--- src/rtl/detection_tracker.sv ---
`default_nettype none
// ============================================================================
// Module   : detection_tracker
// Purpose  : Per-frame face-detection tracker with lock-in, drop hysteresis and
//            a short detection hold for the overlay stage.
// Revision : 1.0 - initial release
// ============================================================================
module detection_tracker #(
  parameter int CONT_FRAMES = 8,
  parameter int DROP_FRAMES = 3,
  parameter int HOLD_FRAMES = 2
) (
  input  logic       pclk,
  input  logic       rst,
  input  logic       vsync_in,
  input  logic       detect_strobe,
  input  logic       enable,
  output logic       detected_flag,
  output logic       continuous,
  output logic [7:0] streak_out
);

  localparam logic [7:0] c_cont_frames = CONT_FRAMES[7:0];
  localparam logic [7:0] c_drop_frames = DROP_FRAMES[7:0];
  localparam logic [7:0] c_hold_frames = HOLD_FRAMES[7:0];
  localparam logic [7:0] c_sat_max     = 8'hFF;

  typedef enum logic [1:0] {
    IDLE     = 2'd0,
    TRACKING = 2'd1,
    LOCKED   = 2'd2
  } state_t;

  state_t     r_state, w_state_nxt;
  logic       r_vsync_d;
  logic       r_armed;
  logic       r_hit, w_hit_nxt;
  logic [7:0] r_streak, w_streak_nxt;
  logic [7:0] r_miss, w_miss_nxt;
  logic [7:0] r_hold, w_hold_nxt;
  logic       w_boundary;

  // r_armed blocks a boundary until vsync has been seen low after reset.
  assign w_boundary = vsync_in & ~r_vsync_d & r_armed;

  always_comb begin
    w_state_nxt  = r_state;
    w_hit_nxt    = r_hit | detect_strobe;
    w_streak_nxt = r_streak;
    w_miss_nxt   = r_miss;
    w_hold_nxt   = r_hold;

    if (w_boundary) begin
      w_hit_nxt = detect_strobe;
      if (r_hit) begin
        w_streak_nxt = (r_streak == c_sat_max) ? c_sat_max : r_streak + 8'd1;
        w_miss_nxt   = 8'd0;
        w_hold_nxt   = c_hold_frames;
      end else begin
        w_streak_nxt = 8'd0;
        w_miss_nxt   = (r_miss == c_sat_max) ? c_sat_max : r_miss + 8'd1;
        w_hold_nxt   = (r_hold == 8'd0) ? 8'd0 : r_hold - 8'd1;
      end

      case (r_state)
        IDLE: begin
          if (r_hit) begin
            w_state_nxt = (w_streak_nxt >= c_cont_frames) ? LOCKED : TRACKING;
          end
        end
        TRACKING: begin
          if (!r_hit) begin
            w_state_nxt = IDLE;
          end else if (w_streak_nxt >= c_cont_frames) begin
            w_state_nxt = LOCKED;
          end
        end
        LOCKED: begin
          if (!r_hit && (w_miss_nxt >= c_drop_frames)) begin
            w_state_nxt = IDLE;
          end
        end
        default: w_state_nxt = IDLE;
      endcase
    end

    if (!enable) begin
      w_state_nxt  = IDLE;
      w_hit_nxt    = 1'b0;
      w_streak_nxt = 8'd0;
      w_miss_nxt   = 8'd0;
      w_hold_nxt   = 8'd0;
    end
  end

  always_ff @(posedge pclk) begin
    if (rst) begin
      r_state       <= IDLE;
      r_vsync_d     <= 1'b0;
      r_armed       <= ~vsync_in;
      r_hit         <= 1'b0;
      r_streak      <= 8'd0;
      r_miss        <= 8'd0;
      r_hold        <= 8'd0;
      detected_flag <= 1'b0;
      continuous    <= 1'b0;
      streak_out    <= 8'd0;
    end else begin
      r_state       <= w_state_nxt;
      r_vsync_d     <= vsync_in;
      r_armed       <= r_armed | ~vsync_in;
      r_hit         <= w_hit_nxt;
      r_streak      <= w_streak_nxt;
      r_miss        <= w_miss_nxt;
      r_hold        <= w_hold_nxt;
      // Outputs load from the same next values so they land with the counters.
      detected_flag <= (w_hold_nxt != 8'd0);
      continuous    <= (w_state_nxt == LOCKED);
      streak_out    <= w_streak_nxt;
    end
  end

endmodule
`default_nettype wire

--- config.mk ---
export PLATFORM = sky130hd
export DESIGN_NAME = detection_tracker
export DESIGN_NICKNAME = d
export VERILOG_FILES = /design/src/rtl/detection_tracker.sv
export SDC_FILE = /design/constraint.sdc
export NUM_CORES = 1
export LEC_CHECK = 0
export CELL_PAD_IN_SITES_DETAIL_PLACEMENT = 1
export CELL_PAD_IN_SITES_GLOBAL_PLACEMENT = 1
export CORE_MARGIN = 4
export CORE_UTILIZATION = 35
export DETAILED_ROUTE_END_ITERATION = 6
export PLACE_DENSITY_LB_ADDON = 0.1
export SYNTH_ARGS = -nofsm -noshare
export SYNTH_HDL_FRONTEND = slang
export SYNTH_SLANG_ARGS = --single-unit
--- constraint.sdc ---
create_clock -name pclk -period 6.75 [get_ports pclk]
set_clock_uncertainty 0.05 [all_clocks]
set_input_delay 0.675 -clock pclk [delete_from_list [all_inputs] [get_ports pclk]]
set_output_delay 0.675 -clock pclk [all_outputs]
set_load 0.03 [all_outputs]
==> results of run 1 <==
-- final timing paths --
path	startpoint	to	slack [ns]	cells after the start
worst max-delay path	vsync_in	r_hold[7]	4.17	6
worst min-delay path	r_armed	r_armed	0.45	2
worst max register to register	r_miss[0]	continuous	4.37	7
worst min register to register	r_armed	r_armed	0.45	2
-- kinds of logic (layout without fill, tap and decap cells) --
logic type | count (synthesis) | in the layout
flip-flops | 31 | 31
buffers and inverters | 21 | 34
multiplexers | 3 | 3
AO/OA/AOI/OAI | 55 | 55
AND/OR/NAND/NOR | 101 | 101
XOR/XNOR | 8 | 8
adder cells (fa/ha/maj) | 4 | 4
-- cell usage in the layout (no fill, tap or decap), types with 2 or more instances in the layout --
cell,n
and3_1,4
nand3b_1,4
clkbuf_8,5
nor2b_1,5
nand4_1,4
a22oi_1,2
a211oi_1,3
a31oi_1,9
o211ai_1,2
dfxtp_1,31
clkdlybuf4s50_1,14
buf_4,2
xnor2_1,4
ha_1,4
or4_4,2
o21ai_0,6
a21oi_1,20
mux2_2,2
nand2b_1,3
nor3_1,8
inv_1,9
nor2_1,32
nand3_1,10
nand2_1,21
clkbuf_1,2
xor2_1,4
o21ai_1,5
-- layout make-up --
| cell class | instances | area share |
|---|---|---|
| multi-input combinational | 171 | 0.505 |
| sequential | 31 | 0.314 |
| clock inverter | 1 | 0.00253 |
| timing repair buffer | 16 | 0.0784 |
| tap | 67 | 0.0424 |
| clock buffer | 7 | 0.0386 |
| inverter | 10 | 0.0190 |
-- metal layers --
layer | wire, um | vias up | part of all wire | GRT usage
met3 | 108 | 5 | 0.024 | 0.0313
li1 | - | 816 | - | -
met4 | 28 | 0 | 0.0062 | 0.0320
met1 | 2120 | 764 | 0.47 | 0.191
met5 | 0 | - | 0 | 0
met2 | 2230 | 14 | 0.50 | 0.290
-- power groups by stage --
stage	sequential, mW	combinational (mW)	clock [mW]
floorplan	0.196	0.0287	0
global placement	0.194	0.0433	0
detailed placement	0.195	0.0447	0
CTS	0.190	0.0450	0.145
global route	0.191	0.0501	0.156
finish	0.190	0.0443	0.139
-- sequential cells by signal, indices dropped and copies added (netlist names) --
register / cells
r_hold: 8
r_miss: 8
r_streak: 8
r_state: 2
continuous: 1
detected_flag: 1
r_armed: 1
r_hit: 1
r_vsync_d: 1
-- worst min-delay path, delay by kind of cell (launching register included) --
| kind | cells | cell delay, ns |
|---|---|---|
| AO/OA/AOI/OAI | 1 | 0.07 |
| buffers and inverters | 1 | 0.05 |
| flip-flops | 1 | 0.33 |
-- metrics by stage --
| stage | instances | power (mW) | util | worst slack (ns) | hold slack [ns] |
|---|---|---|---|---|---|
| global route | 303 | 0.397 | 0.419 | 3.94 | 0.480 |
| floorplan | 223 | 0.224 | - | 4.59 | 0.404 |
| finish | 303 | 0.373 | 0.419 | 4.17 | 0.452 |
| CTS | 303 | 0.380 | 0.419 | 4.13 | 0.456 |
| global placement | 295 | 0.237 | 0.402 | 3.99 | 0.421 |
| detailed placement | 295 | 0.239 | 0.402 | 3.84 | 0.447 |
==> flow_summary_export.csv, run 1 <==
group,metric,value,unit
clock_tree,cts_htree_levels,2,
sta,hold_violations,0,
synthesis,synth_top_area_frac,0.364,
setup_path,cp.arrival,2.69,ns
cells_and_area,layout-drive-gt1-share,0.0763,
route,via_count,1599,
global_route,antenna_found_initial,0,
floorplan,start_util,0.361,
clock_tree,clk_pin_slew,0.07,ns
floorplan,core,4720,um^2
clock_tree,post_cts_buffers,0,
setup_path,crit_slowest_cell,"nor2_1",
route,wirelength,4.49,mm
synthesis,synthAdderAreaFrac,0.0294,
synthesis,synthFlopType,"dfxtp_1",
synthesis,syn_inst,223,
clock_tree,numCtsBuffers,5,
setup_path,critPathMaxFanout,16,
global_route,grt_pass1_wl,7.91,mm
cells_and_area,regArea,621,um^2
clock_tree,cts_tree,"done",
place,dp_hpwl,3.21,mm
floorplan,ios,15,
setup_path,crit_required,6.86,ns
route,antenna_left,0,
synthesis,synth-seq-cells,31,
cells_and_area,insertedDiodeCount,0,
clock_tree,cts_max_path_buffers,2,
synthesis,yosys.area_share.simple,0.300,
power_and_ir_drop,p_sw,0.0981,mW
floorplan,rows,25,
setup_path,crit_type,"input port to register",
outcome,status,"complete, no violations",
global_route,grt_pass1_vias,1714,
setup_path,setup.worst_path.end_class,"register",
power_and_ir_drop,power.share.clock,0.371,
synthesis,seq_area_frac_synth,0.364,
sta,setup_viol,0,
setup_path,critPathBufInv,1,
clock_tree,cts_resized,0,
route,remaining_drc_errors,0,
power_and_ir_drop,p_int,0.275,mW
setup_path,cpPeakStageDelay,0.86,ns
route,drt_pass1_iterations,4,
clock_tree,cts-root-buf,"clkbuf_8",
cells_and_area,multi_input_area,1000,um^2
synthesis,synth_nets,232,
cells_and_area,syn_to_final_growth,16.1,%
cells_and_area,filler_cell_count,588,
synthesis,synth_top_cell_by_area,"dfxtp_1",
setup_path,critPathTopFamily,"simple AND/OR/NAND/NOR gates",
sta,fin_setup_tns,0,ns
clock_tree,clkLatencyLatePin,0.27,ns
synthesis,yosysUniqueCellTypes,45,
synthesis,syn_avg_cell_area,7.64,um^2
clock_tree,cts.sinks,31,
synthesis,synth_most_common_cell,"nor2_1",
sta,max_freq,387,MHz
sta,maxSlewHeadroom,0.230,
power_and_ir_drop,powerDensity,189,nW/um^2
global_route,overflow,0,
clock_tree,hold_buffers,0,
power_and_ir_drop,max-vdd-ir-drop,0.0000757,V
floorplan,dieArea,6050,um^2
global_route,grt_use_total,0.159,
route,via_per_inst,5.28,
power_and_ir_drop,seqPwrFrac,0.510,
synthesis,synthMuxAreaShare,0.0191,
sta,rsz0062_at_grt,"no",
setup_path,path_cells,"clkdlybuf4s50_1, nand2_1, nor2_1, o21ai_1, nand2_1, nor2_1",
power_and_ir_drop,leakage,0.674,nW
power_and_ir_drop,switching_share,0.263,
synthesis,synth_commonest_cells,"nor2_1 (32), dfxtp_1 (31), nand2_1 (21)",
cells_and_area,nets,244,
route,wl_per_cell,14.8,um
cells_and_area,fin_area,1980,um^2
synthesis,synth_area_leaders,"dfxtp_1 (36%), nor2_1 (7.0%), a21oi_1 (5.9%)",
setup_path,worst_setup_path_start_kind,"input port",
run,cap_violations,0,
sta,tightestPinTransition,1.15,ns
route,drt_iter0_drc,68,
synthesis,synth-xor-area-share,0.0411,
place,io_buffers,14,
floorplan,die_y,77.8,um
synthesis,synth_edf_count,0,
synthesis,async_flop_share,0,
sta,slew_viol_final,0,
synthesis,synth_top_family_by_area,"simple AND/OR/NAND/NOR gates",
synthesis,synth_warnings,0,
floorplan,die_w,77.8,um
place,gp_congestion,0.834,
synthesis,syn_area,1700,um^2
synthesis,synth_compound_area_frac,0.197,
min_path,hp-class,"register to register",
sta,fin_crit,2.58,ns
power_and_ir_drop,p_comb_frac,0.119,
place,dpl-instance-area,1900,um^2
sta,fin_crit_sh,0.382,
global_route,grt_max_degree,28,
No activity file was read; power rests on OpenSTA's default activity.
==> run 2, diff against run 1 <==
==> constraint.sdc (replaced) <==
create_clock -name pclk -period 2.7 [get_ports pclk]
set_clock_uncertainty 0.05 [all_clocks]
set_input_delay 0.27 -clock pclk [delete_from_list [all_inputs] [get_ports pclk]]
set_output_delay 0.27 -clock pclk [all_outputs]
set_load 0.03 [all_outputs]
==> run 2 against run 1 <==
Setup slack got worse by 3.8 ns. Routed wire length up 1.7%. Critical path depth is 1 higher. Combinational power increased to 2.6 times the previous value. First-iteration DRC count is 8.8% lower. Global-route usage is 0.38 points higher. Utilization rose by 1.1 points. Clock-buffer cell count fell by 1. Die area is the same. Flip-flop and latch count did not move. Sequential power grew to 2.5 times the previous value. Critical path type is now register to register. Largest power group is now the clock network.
==> flow_summary_export.csv, run 2 (synthesis gave the netlist of run 1 again) <==
group,metric,value,unit
outcome,status,"complete, no violations",
cells_and_area,layout_commonest_cell,"nor2_1",
floorplan,core,4720,um^2
sta,rsz0062_at_grt,"no",
global_route,grt_pass1_wl,7.91,mm
power_and_ir_drop,seqPwrFrac,0.446,
place,gp_congestion,0.801,
global_route,overflow,0,
cells_and_area,insertedDiodeCount,0,
sta,fin_crit,2.36,ns
sta,max_freq,424,MHz
route,antenna_left,0,
place,io_buffers,14,
power_and_ir_drop,p_comb_frac,0.106,
clock_tree,cts_htree_levels,2,
cells_and_area,fin_util,0.430,
place,dp_hpwl,3.25,mm
setup_path,cp.arrival,2.53,ns
sta,tightestPinTransition,0.741,ns
setup_path,worstSetupStartpoint,"r_miss[0]",
clock_tree,cts-root-buf,"clkbuf_8",
power_and_ir_drop,leakage,0.703,nW
setup_path,reg2reg_from,"r_miss[0]",
setup_path,critPathBufInv,0,
route,drt_iter0_drc,62,
power_and_ir_drop,powerDensity,526,nW/um^2
cells_and_area,fin_area,2030,um^2
floorplan,ios,15,
route,via_count,1639,
global_route,antenna_found_initial,0,
setup_path,worst_setup_path_start_kind,"register",
setup_path,setup.worst_path.end_class,"register",
route,wirelength,4.56,mm
setup_path,cpPeakStageDelay,0.54,ns
clock_tree,cts_max_path_buffers,2,
cells_and_area,syn_to_final_growth,19.1,%
power_and_ir_drop,power.share.clock,0.448,
run,cap_violations,0,
setup_path,path_cells,"ha_1, nand3_2, or4_4, o211ai_2, o21ai_2, or4_4, a21boi_1",
floorplan,dieArea,6050,um^2
min_path,holdCritStartpoint,"r_armed",
power_and_ir_drop,p_total,1.07,mW
route,remaining_drc_errors,0,
setup_path,cpMostUsedCell,"or4_4",
floorplan,die_w,77.8,um
setup_path,crit_slowest_cell,"or4_4",
clock_tree,post_cts_buffers,0,
min_path,hp-class,"register to register",
setup_path,critPathTopFamily,"simple AND/OR/NAND/NOR gates",
power_and_ir_drop,switching_share,0.244,
clock_tree,clk_pin_slew,0.07,ns
cells_and_area,nets,246,
global_route,grt_max_degree,25,
route,wl_per_cell,15.0,um
cells_and_area,reg.largest.list,"r_hold x8, r_miss x8, r_streak x8",
power_and_ir_drop,p_sw,0.261,mW
clock_tree,cts.sinks,31,
clock_tree,clkLatencyLatePin,0.28,ns
floorplan,die_y,77.8,um
cells_and_area,filler_cell_count,579,
setup_path,crit_required,2.87,ns
power_and_ir_drop,max-vdd-ir-drop,0.000278,V
sta,slew_viol_final,0,
sta,setup_viol,0,
clock_tree,hold_buffers,0,
route,drt_pass1_iterations,4,
sta,fin_crit_sh,0.874,
cells_and_area,layout-drive-gt1-share,0.0924,
setup_path,r2r_slack,0.34,ns
place,dpl-instance-area,1910,um^2
setup_path,crit_type,"register to register",
clock_tree,cts_tree,"done",
clock_tree,cts_resized,0,
floorplan,start_util,0.361,
route,via_per_inst,5.37,
setup_path,critPathMaxFanout,7,
sta,fin_setup_tns,0,ns
sta,hold_violations,0,
clock_tree,numCtsBuffers,5,
floorplan,rows,25,
power_and_ir_drop,p_int,0.808,mW
global_route,grt_use_total,0.163,
sta,maxSlewHeadroom,0.506,
cells_and_area,final_cell_mix,"nor2_1 (32), dfxtp_1 (31), nand2_1 (21)",
global_route,grt_pass1_vias,1663,
[run 2: cell count changes in the layout (fill, tap and decap cells not counted), sizes merged]
cell | previous run | this run
clkbuf | 7 | 6
bufinv | 0 | 1
buf | 2 | 4
[run 2: worst min-delay path: stages (launching register included)]
cell,delay [ns]
dfxtp_1,0.33
inv_1,0.05
o21ai_0,0.07
[run 2: final timing paths]
| kind | to | cells past startpoint |
|---|---|---|
| setup / recovery | continuous | 7 |
| setup reg to reg | continuous | 7 |
| hold / removal | r_armed | 2 |
| hold reg to reg | r_armed | 2 |
[run 2: per-stage QoR]
step | setup WS (ns) | std cells | hold slack [ns]
2_1_floorplan | 0.544 | 223 | 0.289
5_1_grt | 0.223 | 305 | 0.515
4_1_cts | 0.339 | 305 | 0.462
6_report | 0.340 | 305 | 0.457
3_5_place_dp | 0.346 | 297 | 0.452
3_3_place_gp | 0.454 | 297 | 0.430
[run 2: per-layer routing]
metal / part of all wire / vias to the layer above / global-route usage
met5: 0 / - / 0
met4: 0.018 / 0 / 0.0712
met3: 0.039 / 7 / 0.0383
met2: 0.47 / 30 / 0.259
met1: 0.47 / 786 / 0.207
li1: - / 816 / -
[run 2: layout make-up]
type | instances | area [um^2] | share of cell area
tap | 67 | 83.8 | 0.0413
clock buffer | 6 | 82.6 | 0.0407
sequential | 31 | 621 | 0.306
multi-input combinational | 171 | 1000 | 0.493
timing repair buffer | 18 | 170 | 0.0838
clock inverter | 2 | 35.0 | 0.0173
inverter | 10 | 37.5 | 0.0185
[run 2: power by group through the flow]
stage | clock [mW] | sequential [mW] | combinational (mW)
after detailed placement | 0 | 0.486 | 0.114
after floorplan | 0 | 0.489 | 0.0718
after global placement | 0 | 0.485 | 0.111
after CTS | 0.493 | 0.476 | 0.115
after global routing | 0.518 | 0.477 | 0.128
final | 0.479 | 0.476 | 0.114
